`src/rtl/conv3x3_window_mac.sv`:
```
// conv3x3_window_mac: 3x3 sliding-window multiply-accumulate behind the 3-row line buffer.
// One column in per valid cycle, one rounded/shifted/saturated pixel out per complete window.
// Five pipeline stages: window, products, row sums, total, round/shift/saturate.
// Build option: define CONV_RELU_EN to clamp negative results to zero in the final stage.
module conv3x3_window_mac #(
  parameter int WIDTH   = 16,
  parameter int COEF_W  = 8,
  parameter int OUT_W   = 16,
  parameter int SHIFT   = 0,
  parameter int COL_NUM = 480,
  parameter int ROW_NUM = 272
) (
  input  logic                  clk,
  input  logic                  rst_n,
  input  logic [WIDTH-1:0]      row_top,
  input  logic [WIDTH-1:0]      row_mid,
  input  logic [WIDTH-1:0]      row_bot,
  input  logic                  col_valid,
  input  logic                  coef_load,
  input  logic [9*COEF_W-1:0]   coef_bus,
  output logic [OUT_W-1:0]      dout,
  output logic                  dout_valid,
  output logic                  frame_done
);

  localparam int PROD_W = WIDTH + COEF_W;
  localparam int SUM_W  = WIDTH + COEF_W + 4;
  localparam int EXT_W  = SUM_W + 1;
  localparam int COL_W  = ($clog2(COL_NUM) > 2) ? $clog2(COL_NUM) : 2;
  localparam int ROW_W  = ((ROW_NUM - 3) > 1) ? $clog2(ROW_NUM - 3) : 1;
  localparam int RND_SH = (SHIFT > 0) ? SHIFT - 1 : 0;

  localparam logic [COL_W-1:0] COL_LAST  = COL_W'(COL_NUM - 1);
  localparam logic [COL_W-1:0] COL_FIRST = COL_W'(2);
  localparam logic [ROW_W-1:0] ROW_LAST  = ROW_W'(ROW_NUM - 4);

  localparam logic signed [EXT_W-1:0] RND     = (SHIFT > 0) ? (EXT_W'(1) << RND_SH) : '0;
  localparam logic signed [EXT_W-1:0] SAT_MAX = EXT_W'((longint'(1) << (OUT_W - 1)) - 1);
  localparam logic signed [EXT_W-1:0] SAT_MIN = EXT_W'(-(longint'(1) << (OUT_W - 1)));

  logic [COL_W-1:0]         r_col_cnt;
  logic [ROW_W-1:0]         r_row_cnt;
  logic signed [WIDTH-1:0]  r_win  [3][3];
  logic signed [COEF_W-1:0] r_coef [9];
  logic signed [PROD_W-1:0] r_prod [9];
  logic signed [SUM_W-1:0]  r_rsum [3];
  logic signed [SUM_W-1:0]  r_sum;
  logic                     r_v1, r_v2, r_v3, r_v4;
  logic                     r_l1, r_l2, r_l3, r_l4;

  logic                     w_last_col;
  logic                     w_last_row;
  logic signed [EXT_W-1:0]  w_rnd;
  logic signed [EXT_W-1:0]  w_shf;
  logic signed [OUT_W-1:0]  w_sat;
  logic signed [OUT_W-1:0]  w_res;

  assign w_last_col = (r_col_cnt == COL_LAST);
  assign w_last_row = (r_row_cnt == ROW_LAST);

  // Column/row position of the incoming column; row advances on column wrap.
  always_ff @(posedge clk or negedge rst_n) begin
    if (!rst_n) begin
      r_col_cnt <= '0;
      r_row_cnt <= '0;
    end else if (col_valid) begin
      if (w_last_col) begin
        r_col_cnt <= '0;
        r_row_cnt <= w_last_row ? '0 : r_row_cnt + 1'b1;
      end else begin
        r_col_cnt <= r_col_cnt + 1'b1;
      end
    end
  end

  // S1: window shift registers, newest column enters at c=2.
  always_ff @(posedge clk or negedge rst_n) begin
    if (!rst_n) begin
      for (int unsigned r = 0; r < 3; r++)
        for (int unsigned c = 0; c < 3; c++)
          r_win[r][c] <= '0;
    end else if (col_valid) begin
      for (int unsigned r = 0; r < 3; r++) begin
        r_win[r][0] <= r_win[r][1];
        r_win[r][1] <= r_win[r][2];
      end
      r_win[0][2] <= row_top;
      r_win[1][2] <= row_mid;
      r_win[2][2] <= row_bot;
    end
  end

  // Coefficient bank; a load lands on the same edge as a window, so that window meets it in S2.
  always_ff @(posedge clk or negedge rst_n) begin
    if (!rst_n) begin
      for (int unsigned k = 0; k < 9; k++)
        r_coef[k] <= '0;
    end else if (coef_load) begin
      for (int unsigned k = 0; k < 9; k++)
        r_coef[k] <= coef_bus[k*COEF_W +: COEF_W];
    end
  end

  // S2..S4 datapath: products, per-row sums, total.
  always_ff @(posedge clk or negedge rst_n) begin
    if (!rst_n) begin
      for (int unsigned k = 0; k < 9; k++)
        r_prod[k] <= '0;
      for (int unsigned r = 0; r < 3; r++)
        r_rsum[r] <= '0;
      r_sum <= '0;
    end else begin
      for (int unsigned r = 0; r < 3; r++)
        for (int unsigned c = 0; c < 3; c++)
          r_prod[3*r+c] <= PROD_W'(r_win[r][c]) * PROD_W'(r_coef[3*r+c]);
      for (int unsigned r = 0; r < 3; r++)
        r_rsum[r] <= SUM_W'(r_prod[3*r]) + SUM_W'(r_prod[3*r+1]) + SUM_W'(r_prod[3*r+2]);
      r_sum <= r_rsum[0] + r_rsum[1] + r_rsum[2];
    end
  end

  // Token flags riding alongside the datapath: window-valid and end-of-frame.
  always_ff @(posedge clk or negedge rst_n) begin
    if (!rst_n) begin
      {r_v1, r_v2, r_v3, r_v4} <= '0;
      {r_l1, r_l2, r_l3, r_l4} <= '0;
    end else begin
      r_v1 <= col_valid && (r_col_cnt >= COL_FIRST);
      r_l1 <= col_valid && w_last_col && w_last_row;
      r_v2 <= r_v1;
      r_l2 <= r_l1;
      r_v3 <= r_v2;
      r_l3 <= r_l2;
      r_v4 <= r_v3;
      r_l4 <= r_l3;
    end
  end

  // S5 combinational: round half-up, arithmetic shift, saturate, optional clamp at zero.
  always_comb begin
    w_rnd = EXT_W'(r_sum) + RND;
    w_shf = w_rnd >>> SHIFT;
    if (w_shf > SAT_MAX)
      w_sat = SAT_MAX[OUT_W-1:0];
    else if (w_shf < SAT_MIN)
      w_sat = SAT_MIN[OUT_W-1:0];
    else
      w_sat = w_shf[OUT_W-1:0];
`ifdef CONV_RELU_EN
    w_res = w_sat[OUT_W-1] ? '0 : w_sat;
`else
    w_res = w_sat;
`endif
  end

  // S5 output register; dout holds its last value between windows.
  always_ff @(posedge clk or negedge rst_n) begin
    if (!rst_n) begin
      dout       <= '0;
      dout_valid <= 1'b0;
      frame_done <= 1'b0;
    end else begin
      if (r_v4)
        dout <= w_res;
      dout_valid <= r_v4;
      frame_done <= r_v4 && r_l4;
    end
  end

endmodule

```
`config.mk`:
```
export PLATFORM = sky130hd
export DESIGN_NAME = conv3x3_window_mac
export DESIGN_NICKNAME = d
export VERILOG_FILES = /design/src/rtl/conv3x3_window_mac.sv
export SDC_FILE = /design/constraint.sdc
export NUM_CORES = 2
export LEC_CHECK = 0
export ABC_AREA = 1
export CORE_ASPECT_RATIO = 1.75
export CORE_MARGIN = 10
export CORE_UTILIZATION = 65
export DETAILED_ROUTE_END_ITERATION = 10
export PLACE_DENSITY = 0.83
export SYNTH_ARGS = -nofsm -noshare
export SYNTH_HDL_FRONTEND = slang
export SYNTH_SLANG_ARGS = --single-unit
```
`constraint.sdc`:
```
create_clock -name clk -period 4.86 [get_ports clk]
set_clock_uncertainty 0.05 [all_clocks]
set_input_delay 0.972 -clock clk [delete_from_list [all_inputs] [get_ports clk]]
set_output_delay 0.972 -clock clk [all_outputs]
set_load 0.01 [all_outputs]
```
==> out/results.txt <==
Post-DRT Antenna Nets -> 0
Synth-to-layout area growth -> 6.96%
Placer Congestion -> 0.990
Antenna violations before repair -> 2
Pins Over Slew Limit -> 0
Uppermost layer routed -> met4
Maxcap violations -> 0
Cts-stage hold buffer count -> 0
Tcrit/Tclk final -> 0.957
Mapped Cells -> 9616
Yosys Warn Count -> 0
Layout cells sized above 1 -> 0.0326
First-pass GRT wire length -> 320000 um
CP top delay family -> adder cells
Die Y -> 462 um
Vias in the first global route -> 62800
CP Data Required Time -> 5.38 ns
Commonest non-fill, non-tap cell in the layout -> nand2_1
Clock sink count -> 582
Ys async rst share -> 1.00
Die ar. -> 0.126 sq mm
Synth Flop Type -> dfrtp_1
Reg2Reg Depth -> 20
Slew HR -> 0.236
WL met3 -> 10700 um
Post-synthesis sequential area ratio -> 0.200
Cts bufs inserted -> 61
Crit path launch type -> flop
Hold WC Path Type -> in2async
Achievable Freq -> 215 MHz
WL met2 -> 103000 um
EDFF count, synth -> 0
Largest net degree at the start of global routing -> 126
Clk buf depth -> 3
CP most frequent cell -> inv_1
Final-report setup violation count -> 0
Syn Area/Cell -> 7.56 sq um
Post-synth net total -> 11300
Post_cts resized -> 0
Final min period -> 4.65 ns
Total routed wirelength -> 198000 um
Crit Path Max Fanout -> 12
Num ports -> 142
Worst-skew pair later-pin latency -> 0.70 ns
Initial DRC count -> 3680
Dpl hpwl -> 165000 um
Synthesized area -> 0.0727 sq mm
Register bit total from synthesis -> 582
Worst Path Buf+Inv -> 7
Crit-path cells -> buf_4, nand2_1, inv_1, ha_1, inv_1, fa_1, inv_1, fa_1, inv_1, fa_1, inv_1, ha_1, a21oi_1, inv_1, a21oi_1, nor2_1, nor2_1, nand2_1, nand2_1, nand2_1
Std-Cell Rows -> 162
NumNets Final -> 11200
Clock root buffer -> clkbuf_16
Slowest-stage cell, CP -> dfrtp_1
R2r startpoint -> r_coef[24]
RSZ-0062 raised after global routing -> false
CP max stage delay -> 0.76 ns
Critical path endpoint category -> flop
Grt total ovfl -> 0
Crit path kind -> reg2reg
WL met1 -> 68800 um
Worst-margin pin slew -> 1.15 ns
DR vias -> 58700
Core Region -> 0.111 sq mm
Setup_tns -> 0 ns
1st-pass router iterations -> 8
Worst R2R End -> r_prod[90]
Wirelength per Cell -> 17.8 um
Final hold vios -> 0
Postcts setup bufs -> 0
Buffers on Ports -> 141
Initial Utilization -> 0.653
Synth unique cells -> 39
Outcome -> finished, final reports clean
Clock transition at path regs -> 0.06 ns
Htree depth -> 2
Slack of the worst reg-to-reg path -> 0.21 ns
Avg Vias per Cell -> 5.29
Most frequent cells in the layout -> nand2_1 (2745), inv_1 (2743), fa_1 (1029)
Die width -> 273 um
GRT Util Overall -> 0.322
CTS tree -> built
Crit path DAT -> 5.17 ns
# DRC -> 0
metrics by stage:
stage | hold WS (ns) | setup WS (ns) | util | cells | cell area (sq um)
2_1_floorplan | 0.281 | 0.458 | - | 9616 | 72700
3_3_place_gp | 0.287 | 0.271 | 0.678 | 11000 | 75400
3_5_place_dp | 0.286 | 0.186 | 0.678 | 11000 | 75400
4_1_cts | 0.273 | 0.169 | 0.698 | 11100 | 77700
5_1_grt | 0.303 | 0.00212 | 0.699 | 11100 | 77700
6_report | 0.280 | 0.210 | 0.699 | 11100 | 77700
cells in the mapped netlist (all sizes together) (4+ instances only):
| master | instances | area share |
|---|---|---|
| nand3b | 10 | 0.0010 |
| and2 | 14 | 0.0012 |
| nor4 | 4 | 0.00055 |
| xor2 | 120 | 0.014 |
| nand4 | 96 | 0.0084 |
| a21oi | 230 | 0.016 |
| nor3 | 20 | 0.0014 |
| or2 | 5 | 0.00043 |
| o21bai | 14 | 0.0014 |
| o21ai | 221 | 0.015 |
| buf | 42 | 0.0028 |
| ha | 507 | 0.087 |
| dfrtp | 582 | 0.20 |
| nand2 | 2751 | 0.14 |
| nor2 | 500 | 0.026 |
| a21o | 16 | 0.0017 |
| fa | 1029 | 0.28 |
| mux2 | 64 | 0.0099 |
| nand3 | 281 | 0.019 |
| clkbuf | 283 | 0.015 |
| xnor2 | 78 | 0.0094 |
| inv | 2746 | 0.14 |
layer usage:
| layer | vias up | global-route usage |
|---|---|---|
| li1 | 27500 | - |
| met1 | 28400 | 0.344 |
| met2 | 2084 | 0.585 |
| met3 | 733 | 0.0384 |
| met4 | 0 | 0.215 |
| met5 | - | 0 |
worst max-delay path by stage:
stage | start | slack [ns] | endpoint | cells after the start
after floorplan | r_coef[2] | 0.46 | r_prod[23] | 19
after global placement | r_coef[43] | 0.27 | r_prod[141] | 14
after detailed placement | r_coef[26] | 0.19 | r_prod[95] | 17
after CTS | r_coef[26] | 0.17 | r_prod[95] | 17
after global routing | r_coef[9] | 0.002 | r_prod[42] | 17
final | r_coef[24] | 0.21 | r_prod[90] | 20
final cells by class:
class | count | area [sq um]
diodes | 1 | 2.50
clock buffers | 77 | 1700
clock inverters | 39 | 606
fillers | 9047 | 33500
inverters | 2746 | 10300
multi-input cells | 5963 | 46500
flip-flops and latches | 582 | 14600
well taps | 1476 | 1850
repair buffers | 228 | 2140
registers in the layout, summed over array words and instances (netlist names):
signal and cells:
r_v4 1, frame_done 1, r_sum 28, r_l2 1
r_col_cnt 9, r_v2 1, r_l1 1, r_coef 72
r_v1 1, r_prod 216, dout_valid 1, r_l3 1
r_win 144, dout 16, r_v3 1, r_l4 1
r_row_cnt 9, r_rsum 78
kinds of logic after synthesis:
| group | Yosys count | share of synthesized area |
|---|---|---|
| AND/OR/NAND/NOR | 3681 | 0.201 |
| buffers and inverters | 3071 | 0.159 |
| adder cells (fa/ha/maj) | 1536 | 0.371 |
| flip-flops | 582 | 0.200 |
| AO/OA/AOI/OAI | 484 | 0.0348 |
| XOR/XNOR | 198 | 0.0239 |
| multiplexers | 64 | 0.00992 |
Power is not shown: default switching activity piles up to over one toggle a cycle in this logic, so the estimate is an artifact.
